==> config.mk <==
export PLATFORM = sky130hd
export DESIGN_NAME = pe_context_sequencer
export DESIGN_NICKNAME = d
export VERILOG_FILES = /design/src/rtl/pe_ctx_pkg.sv /design/src/rtl/pe_ctx_mem.sv /design/src/rtl/pe_context_sequencer.sv
export SDC_FILE = /design/constraint.sdc
export NUM_CORES = 2
export LEC_CHECK = 0
export CORE_MARGIN = 3
export CORE_UTILIZATION = 50
export CTS_CLUSTER_DIAMETER = 200
export CTS_CLUSTER_SIZE = 28
export DETAILED_ROUTE_END_ITERATION = 8
export PLACE_DENSITY = 0.67
export SYNTH_ARGS = -nofsm -noshare
export SYNTH_HDL_FRONTEND = slang
export SYNTH_SLANG_ARGS = --single-unit
==> constraint.sdc <==
create_clock -name CLK -period 12.4 [get_ports CLK]
set_input_delay 1.24 -clock CLK [delete_from_list [all_inputs] [get_ports CLK]]
set_output_delay 1.24 -clock CLK [all_outputs]
set_load 0.01 [all_outputs]
==> src/rtl/pe_ctx_pkg.sv <==
// Shared types and constants for the PE context sequencer and its storage.
package pe_ctx_pkg;

   localparam int CTX_WIDTH_DEFAULT = 121;
   localparam int CTX_DEPTH_DEFAULT = 16;

   typedef enum logic [1:0] {
      IDLE = 2'd0,
      RUN  = 2'd1,
      DONE = 2'd2
   } state_t;

   typedef logic [CTX_WIDTH_DEFAULT-1:0] ctx_word_t;

endpackage

==> src/rtl/pe_ctx_mem.sv <==
// Context storage: DEPTH x CTX_WIDTH, one synchronous write port and one
// registered read port whose output register holds between reads.
module pe_ctx_mem
   import pe_ctx_pkg::*;
#(
   parameter  int CTX_WIDTH = CTX_WIDTH_DEFAULT,
   parameter  int DEPTH     = CTX_DEPTH_DEFAULT,
   localparam int AW        = $clog2(DEPTH)
) (
   input  logic                 i_clk,
   input  logic                 i_rst_n,
   input  logic                 i_we,
   input  logic [AW-1:0]        i_waddr,
   input  logic [CTX_WIDTH-1:0] i_wdata,
   input  logic                 i_re,
   input  logic [AW-1:0]        i_raddr,
   output logic [CTX_WIDTH-1:0] o_rdata
);

   logic [CTX_WIDTH-1:0] r_mem [DEPTH];
   logic [CTX_WIDTH-1:0] r_rdata;

   // NOTE: the array has no reset so it maps onto RAM; contents survive RST_N.
   always_ff @(posedge i_clk) begin
      if (i_we) r_mem[i_waddr] <= i_wdata;
   end

   // The read register is the visible context output, so it alone is reset.
   always_ff @(posedge i_clk or negedge i_rst_n) begin
      if (!i_rst_n)  r_rdata <= '0;
      else if (i_re) r_rdata <= r_mem[i_raddr];
   end

   assign o_rdata = r_rdata;

endmodule

==> src/rtl/pe_context_sequencer.sv <==
// Issues a loaded program of contexts to the PE decode buffer, repeating it a
// configurable number of times, with stall, abort and done/error status.
module pe_context_sequencer
   import pe_ctx_pkg::*;
#(
   parameter  int CTX_WIDTH = CTX_WIDTH_DEFAULT,
   parameter  int DEPTH     = CTX_DEPTH_DEFAULT,
   parameter  int ITER_W    = 8,
   localparam int AW        = $clog2(DEPTH)
) (
   input  logic                 CLK,
   input  logic                 RST_N,
   input  logic                 cfg_we,
   input  logic [AW-1:0]        cfg_addr,
   input  logic [CTX_WIDTH-1:0] cfg_data,
   input  logic [AW:0]          cfg_len,
   input  logic [ITER_W-1:0]    cfg_iters,
   input  logic                 start,
   input  logic                 stall,
   input  logic                 abort,
   output logic [CTX_WIDTH-1:0] ctx_out,
   output logic                 ctx_valid,
   output logic [AW-1:0]        cp,
   output logic [ITER_W-1:0]    iter_cnt,
   output logic                 busy,
   output logic                 done,
   output logic                 cfg_err
);

   localparam logic [AW:0] DEPTH_V = (AW+1)'(DEPTH);

   state_t            r_state;
   logic [AW-1:0]     r_rp;
   logic [AW:0]       r_len;
   logic [ITER_W-1:0] r_iters;
   logic [ITER_W-1:0] r_iter_cnt;
   logic [AW-1:0]     r_cp;
   logic              r_valid, r_busy, r_done, r_cfg_err;

   logic w_idle_or_done, w_len_ok, w_addr_ok;
   logic w_start_ok, w_start_bad, w_wr_ok, w_wr_bad;
   logic w_issue, w_wrap, w_last;

   assign w_idle_or_done = (r_state != RUN);
   assign w_len_ok       = (cfg_len != '0) && (cfg_len <= DEPTH_V);
   assign w_addr_ok      = ({1'b0, cfg_addr} < DEPTH_V);

   // Abort outranks start, so a start under abort is neither taken nor flagged.
   assign w_start_ok  = start && w_idle_or_done && !abort && w_len_ok;
   assign w_start_bad = start && w_idle_or_done && !abort && !w_len_ok;
   assign w_wr_ok     = cfg_we && w_idle_or_done && w_addr_ok;
   assign w_wr_bad    = cfg_we && (!w_idle_or_done || !w_addr_ok);

   assign w_issue = (r_state == RUN) && !stall && !abort;
   assign w_wrap  = ({1'b0, r_rp} == (r_len - 1'b1));
   assign w_last  = w_wrap && (r_iters != '0) && (r_iter_cnt == (r_iters - 1'b1));

   pe_ctx_mem #(
      .CTX_WIDTH (CTX_WIDTH),
      .DEPTH     (DEPTH)
   ) u_mem (
      .i_clk   (CLK),
      .i_rst_n (RST_N),
      .i_we    (w_wr_ok),
      .i_waddr (cfg_addr),
      .i_wdata (cfg_data),
      .i_re    (w_issue),
      .i_raddr (r_rp),
      .o_rdata (ctx_out)
   );

   // NOTE: sequential state uses non-blocking assignments so every register
   // samples pre-edge values regardless of statement order.
   always_ff @(posedge CLK or negedge RST_N) begin
      if (!RST_N) begin
         r_state    <= IDLE;
         r_rp       <= '0;
         r_len      <= '0;
         r_iters    <= '0;
         r_iter_cnt <= '0;
         r_cp       <= '0;
         r_valid    <= 1'b0;
         r_busy     <= 1'b0;
         r_done     <= 1'b0;
         r_cfg_err  <= 1'b0;
      end else begin
         r_cfg_err <= w_start_bad || w_wr_bad;
         if (abort) begin
            r_state <= IDLE;
            r_valid <= 1'b0;
            r_busy  <= 1'b0;
            r_done  <= 1'b0;
            r_rp    <= '0;
         end else begin
            case (r_state)
               IDLE, DONE: begin
                  r_valid <= 1'b0;
                  if (w_start_ok) begin
                     r_state    <= RUN;
                     r_len      <= cfg_len;
                     r_iters    <= cfg_iters;
                     r_iter_cnt <= '0;
                     r_rp       <= '0;
                     r_done     <= 1'b0;
                     r_busy     <= 1'b1;
                  end
               end
               RUN: begin
                  if (stall) begin
                     r_valid <= 1'b0;
                  end else begin
                     r_valid <= 1'b1;
                     r_cp    <= r_rp;
                     if (w_wrap) begin
                        r_rp       <= '0;
                        r_iter_cnt <= r_iter_cnt + 1'b1;
                        if (w_last) begin
                           r_state <= DONE;
                           r_busy  <= 1'b0;
                           r_done  <= 1'b1;
                        end
                     end else begin
                        r_rp <= r_rp + 1'b1;
                     end
                  end
               end
               default: r_state <= IDLE;
            endcase
         end
      end
   end

   assign ctx_valid = r_valid;
   assign cp        = r_cp;
   assign iter_cnt  = r_iter_cnt;
   assign busy      = r_busy;
   assign done      = r_done;
   assign cfg_err   = r_cfg_err;

endmodule

# == Word-level counts from Yosys, hierarchy flattened ==
# Memory sizes are Yosys's and may differ from the RTL's. A register that Yosys moved wholly into a read port is not among the register bits.
# Cells that the tools add are included.
# op_classes
n_addsub,4
multipliers,0
n_div,0
n_lt_le_gt_ge,1
eq_ne,12
shift,0
n_mux,32
bitwise,2
n_reduce_logical,29
# op_table
cell,count
2-to-1 mux 8 bit,3
2-to-1 mux 4 bit,4
one-hot mux 8 bit (2 select lines),1
2-to-1 mux 1 bit,14
!= test 3 bit (second input constant),4
logical AND 1 bit,11
2-to-1 mux 2 bit,5
AND reduction 5 bit,2
AND reduction 3 bit,3
adder 8 x 1 -> 8 bit (second input constant),1
equality test 8 bit,1
one-hot mux 4 bit (2 select lines),1
nonzero test 8 bit,1
subtractor 8 x 1 -> 8 bit (second input constant),1
!= test 2 bit (second input constant),3
one-hot mux 1 bit (2 select lines),3
equality test 4 x 5 -> 1 bit,1
<= comparator 5 bit (second input constant),1
logical NOT 1 bit,5
nonzero test 5 bit,1
subtractor 5 x 1 -> 5 bit (second input constant),1
adder 4 x 1 -> 4 bit (second input constant),1
one-hot mux 2 bit (2 select lines),1
AND reduction 4 bit,1
9 further kinds,10
# totals
ff_bits,35
latchBits,0
mem_bits_rw,1936
rom_bits,0
inputBits,144
out_inout_bits,137
wordCells,91
mem_count,1
# memory_table
memory,depth,word_bits,rd,rd_ports_with_merged_regs,write_ports,line_no,source
u_mem.r_mem,16,121,1,1,1,pe_ctx_mem.sv:20,logic [CTX_WIDTH-1:0] r_mem [DEPTH];

# == Depth between registers and ports, before layout ==
# logic_depth
ltp_word,9
ltp_mapped,10
depth_no_buf,7

# == Modules after synthesis ==
# Synthesis repeated with hierarchy kept, for this count alone.
# unflattened
cells_unflattened,3466
area_unflattened_um2,80010.5
# by_module_without_submodules
mod,instances,cells_each,area_each_um2,seq_area_each_um2
pe_ctx_mem,1,3241,77888.5,61163.7
pe_context_sequencer,1,225,2122.0,875.8

# == Worst setup path before layout ==
# OpenSTA, ideal clock, no wires.
# synth_timing
path_kind,input to register
from,in cfg_addr[1]
to,"mem u_mem.r_mem[0][0] (netlist name), enable pin"
setup_ns,0.751
arrival_time_ns,10.150
t_required_ns,11.649
slack_ns,1.499
cell_stages,2
n_path_buf,0
path_cell_list,or4b_2 -> nor3_1
# synth_rtl
element,line_no,source
start: declaration,pe_context_sequencer.sv:14,"input logic [AW-1:0] cfg_addr,"
end: declaration,pe_ctx_mem.sv:20,
# Straight into the memory's write port.

# == Worst setup path after layout ==
# layout_timing
from,in cfg_addr[1]
to,"mem u_mem.r_mem[0][114] (netlist name), enable pin"
# Straight into the memory's write port.

==> flow_summary.yaml <==
place:
  port_buffers: 280
  place_area_sq_um: 84400
  place_inst: 5697
  gp_congestion: 0.727
  hpwl_microns: 93300
setup_path:
  critPathArrivalTime_ns: 5.06
  worstPathRequired_ns: 12.75
  worstReg2RegStart: "r_rp[1]"
  worstSetupPathType: "in2reg"
  crit_top_cell: "buf_4"
  r2r_cells: 7
  startpoint_type: "input pin"
  critical_path.cell_chain: "clkdlybuf4s50_1, or4b_2, nor3_2, buf_4, buf_4, buf_4"
  max_stage_delay_ns: 0.85
  crit_buf_inv: 4
  cp_top_family: "buffers and inverters"
  crit_slowest_cell: "or4b_2"
  r2r_setup_slack_ns: 7.96
  r2r_end: "u_mem.o_rdata[45]"
  end_kind: "flop"
  critPathMaxFanout: 45
pwr:
  ir_worst_vdd_uv: 128
  leakage_nw: 26.9
  powerDensity_nw_per_um2: 144
synth:
  yosys.cell_types.count: 52
  ys_ff_latch: 2092
  syn-num-nets: 3615
  synthArstFlopShare_pct: 7.46
  avgSynthCellArea_sq_um: 22.8
  synth_edf_count: 1936
  synthCells: 3466
  synth_area_sq_um: 79100
  synthFlopType: "edfxtp_1"
  ys_seq_area_share_pct: 78.4
  yosysWarnings: 0
sta:
  fin_crit_sh_pct: 37.9
  period_needed_ns: 4.71
  hold_viol: 0
  tightest_slew_ns: 1.28
  whs_ns: 0.479
  slew_violations: 0
  finalSetupTns_ns: 0
  max_freq_ghz: 0.213
  setup_violations: 0
  fin_skew_ns: 0.0301
  rsz0062_at_grt: "false"
  slew_headroom_pct: 14.2
finish:
  final_common_cell: "edfxtp_1"
  area_growth_pct: 9.80
  drive_gt1_share_pct: 20.6
  final_nets: 3874
  mostFrequentLayoutCells: "1936 x edfxtp_1, 587 x mux4_2, 422 x nand2_1"
  final_cells: 5866
  final_area_sq_um: 86900
  fillerInstances: 11600
routing:
  viasPerCell: 6.09
  wl_microns: 177000
  drcViolationCount: 0
  vias: 35700
  drt_iter0_drc: 3614
  detail-route-antenna-nets: 0
  post_drt_wl_per_cell_microns: 30.2
  firstDrtPassIters: 6
clock_tree:
  cts.reportedPaths.clkPinSlew_ns: 0.11
  cts_resized: 0
  tritoncts: "built"
  cts_made_buffers: 84
  cts_root_buf: "clkbuf_16"
  post_cts_buffers: 0
  clock_sinks: 2092
  hold_buffers: 0
  cts.path.max_buffers: 3
  htree_levels: 3
  clock_latency_ns: 0.74
floorplanning:
  core_area_sq_um: 157000
  io_pins: 281
  fp.dieW_microns: 404
  rows: 145
  fp.dieH_microns: 404
  initial_core_util_pct: 50.5
  die-area_sq_um: 163000
global_routing:
  grt_use_total_pct: 22.0
  antenna_found_initial: 25
  gr-total-overflow: 0
  grt_max_degree: 144
  grt_pass1_wl_microns: 260000
  grt_pass1_vias: 36500
hold_path:
  hold_class: "in2async"
job:
  maxCapViolCount: 0
run_status:
  status: "completed"
==> cells by family (layout without fill, tap and decap cells) <==
group	count (synthesis)	after routing	share of synthesized area (%)
other	0	12	0
XOR/XNOR	17	17	0.188
flip-flops	2092	2092	78.4
adder cells (fa/ha/maj)	5	5	0.0791
multiplexers	613	613	17.1
buffers and inverters	180	510	1.12
AO/OA/AOI/OAI	61	61	0.542
AND/OR/NAND/NOR	498	498	2.55
==> Yosys cell counts, types with 2 or more instances <==
master    instances  share of area [%]
a21oi_1          18               0.11
nand2_1         422                2.0
o22ai_1           3              0.024
dfrtp_1         156                4.9
nor4_1            2              0.016
nand2b_1         11              0.087
clkbuf_1         83               0.39
nor2_1           18              0.085
edfxtp_1       1936                 73
buf_4             2              0.019
nand4_1           4              0.032
o211ai_1          8              0.076
nor3b_1           4              0.038
o21ai_1           5              0.032
inv_1             6              0.028
a31oi_1           2              0.016
a32o_1            2              0.025
nor2_2            2              0.016
xor2_1            7              0.077
buf_2            49               0.31
buf_1            19              0.090
a22o_1            2              0.022
nand3_1           8              0.051
xnor2_1          10               0.11
buf_6            19               0.27
o21ai_0           4              0.025
nor3_1            9              0.057
mux4_1            3               0.10
nand4b_1          3              0.033
ha_1              5              0.079
clkinv_1          2             0.0095
mux2i_1          14               0.18
a221o_1           9               0.11
mux2_2            8               0.11
and3_1            8              0.063
mux4_2          587                 17
==> per-layer routing <==
metal	vias to the layer above	global-route usage, %	wire (microns)
met1	19600	32.1	73800
met3	178	3.19	10500
met2	1114	36.3	90100
li1	14800	-	-
met5	-	0	69
met4	10	3.99	2810
==> power breakdown <==
part | internal (W) | total, W | switching [W] | leakage (nW)
Sequential | 0.00791 | 0.00804 | 0.000128 | 19.5
Combinational | 0.000539 | 0.00108 | 0.000540 | 6.26
Clock | 0.00132 | 0.00338 | 0.00205 | 1.17
Total | 0.00977 | 0.0125 | 0.00272 | 26.9
==> through the flow <==
| step | setup slack [ns] | utilization (%) | total power (W) |
|---|---|---|---|
| 5_1_grt | 7.63 | 55.4 | 0.0129 |
| 2_1_floorplan | 1.50 | - | 0.00873 |
| 3_5_place_dp | 6.94 | 53.8 | 0.00930 |
| 3_3_place_gp | 6.87 | 53.8 | 0.00929 |
| 6_report | 7.69 | 55.4 | 0.0125 |
| 4_1_cts | 7.70 | 55.4 | 0.0126 |
==> area by class of cell <==
class | instances | area, sq um | area share [%]
inverters | 8 | 37.5 | 0.0432
diodes | 12 | 30.0 | 0.0346
well taps | 2058 | 2570 | 2.96
multi-input cells | 1194 | 16300 | 18.8
clock buffers | 149 | 2350 | 2.70
clock inverters | 8 | 118 | 0.135
repair buffers | 345 | 3410 | 3.92
flip-flops and latches | 2092 | 62100 | 71.4
==> state kept, by name (all words and copies together) (netlist names) <==
name / flops
u_mem.o_rdata: 121
ctx_valid: 1
r_iters: 8
busy: 1
done: 1
r_rp: 4
cfg_err: 1
u_mem.r_mem: 1936
r_state: 2
iter_cnt: 8
r_len: 5
cp: 4
==> worst max-delay path by stage <==
| stage | from | end | cells after the start |
|---|---|---|---|
| after CTS | cfg_addr[1] | u_mem.r_mem[0][5] | 6 |
| after detailed placement | cfg_addr[1] | u_mem.r_mem[0][118] | 6 |
| after floorplan | cfg_addr[1] | u_mem.r_mem[0][0] | 2 |
| final | cfg_addr[1] | u_mem.r_mem[0][114] | 6 |
| after global placement | cfg_addr[1] | u_mem.r_mem[0][118] | 6 |
| after global routing | cfg_we | u_mem.r_mem[0][5] | 6 |
==> worst register-to-register path: stages, from the launching register on <==
cell and delay [ns]:
dfrtp_4 1.02, buf_4 0.68, buf_4 0.86, buf_4 0.71, mux4_2 0.47, mux4_2 0.47
nand2_1 0.10, nand2_1 0.06
(Power assumes the default switching activity.)
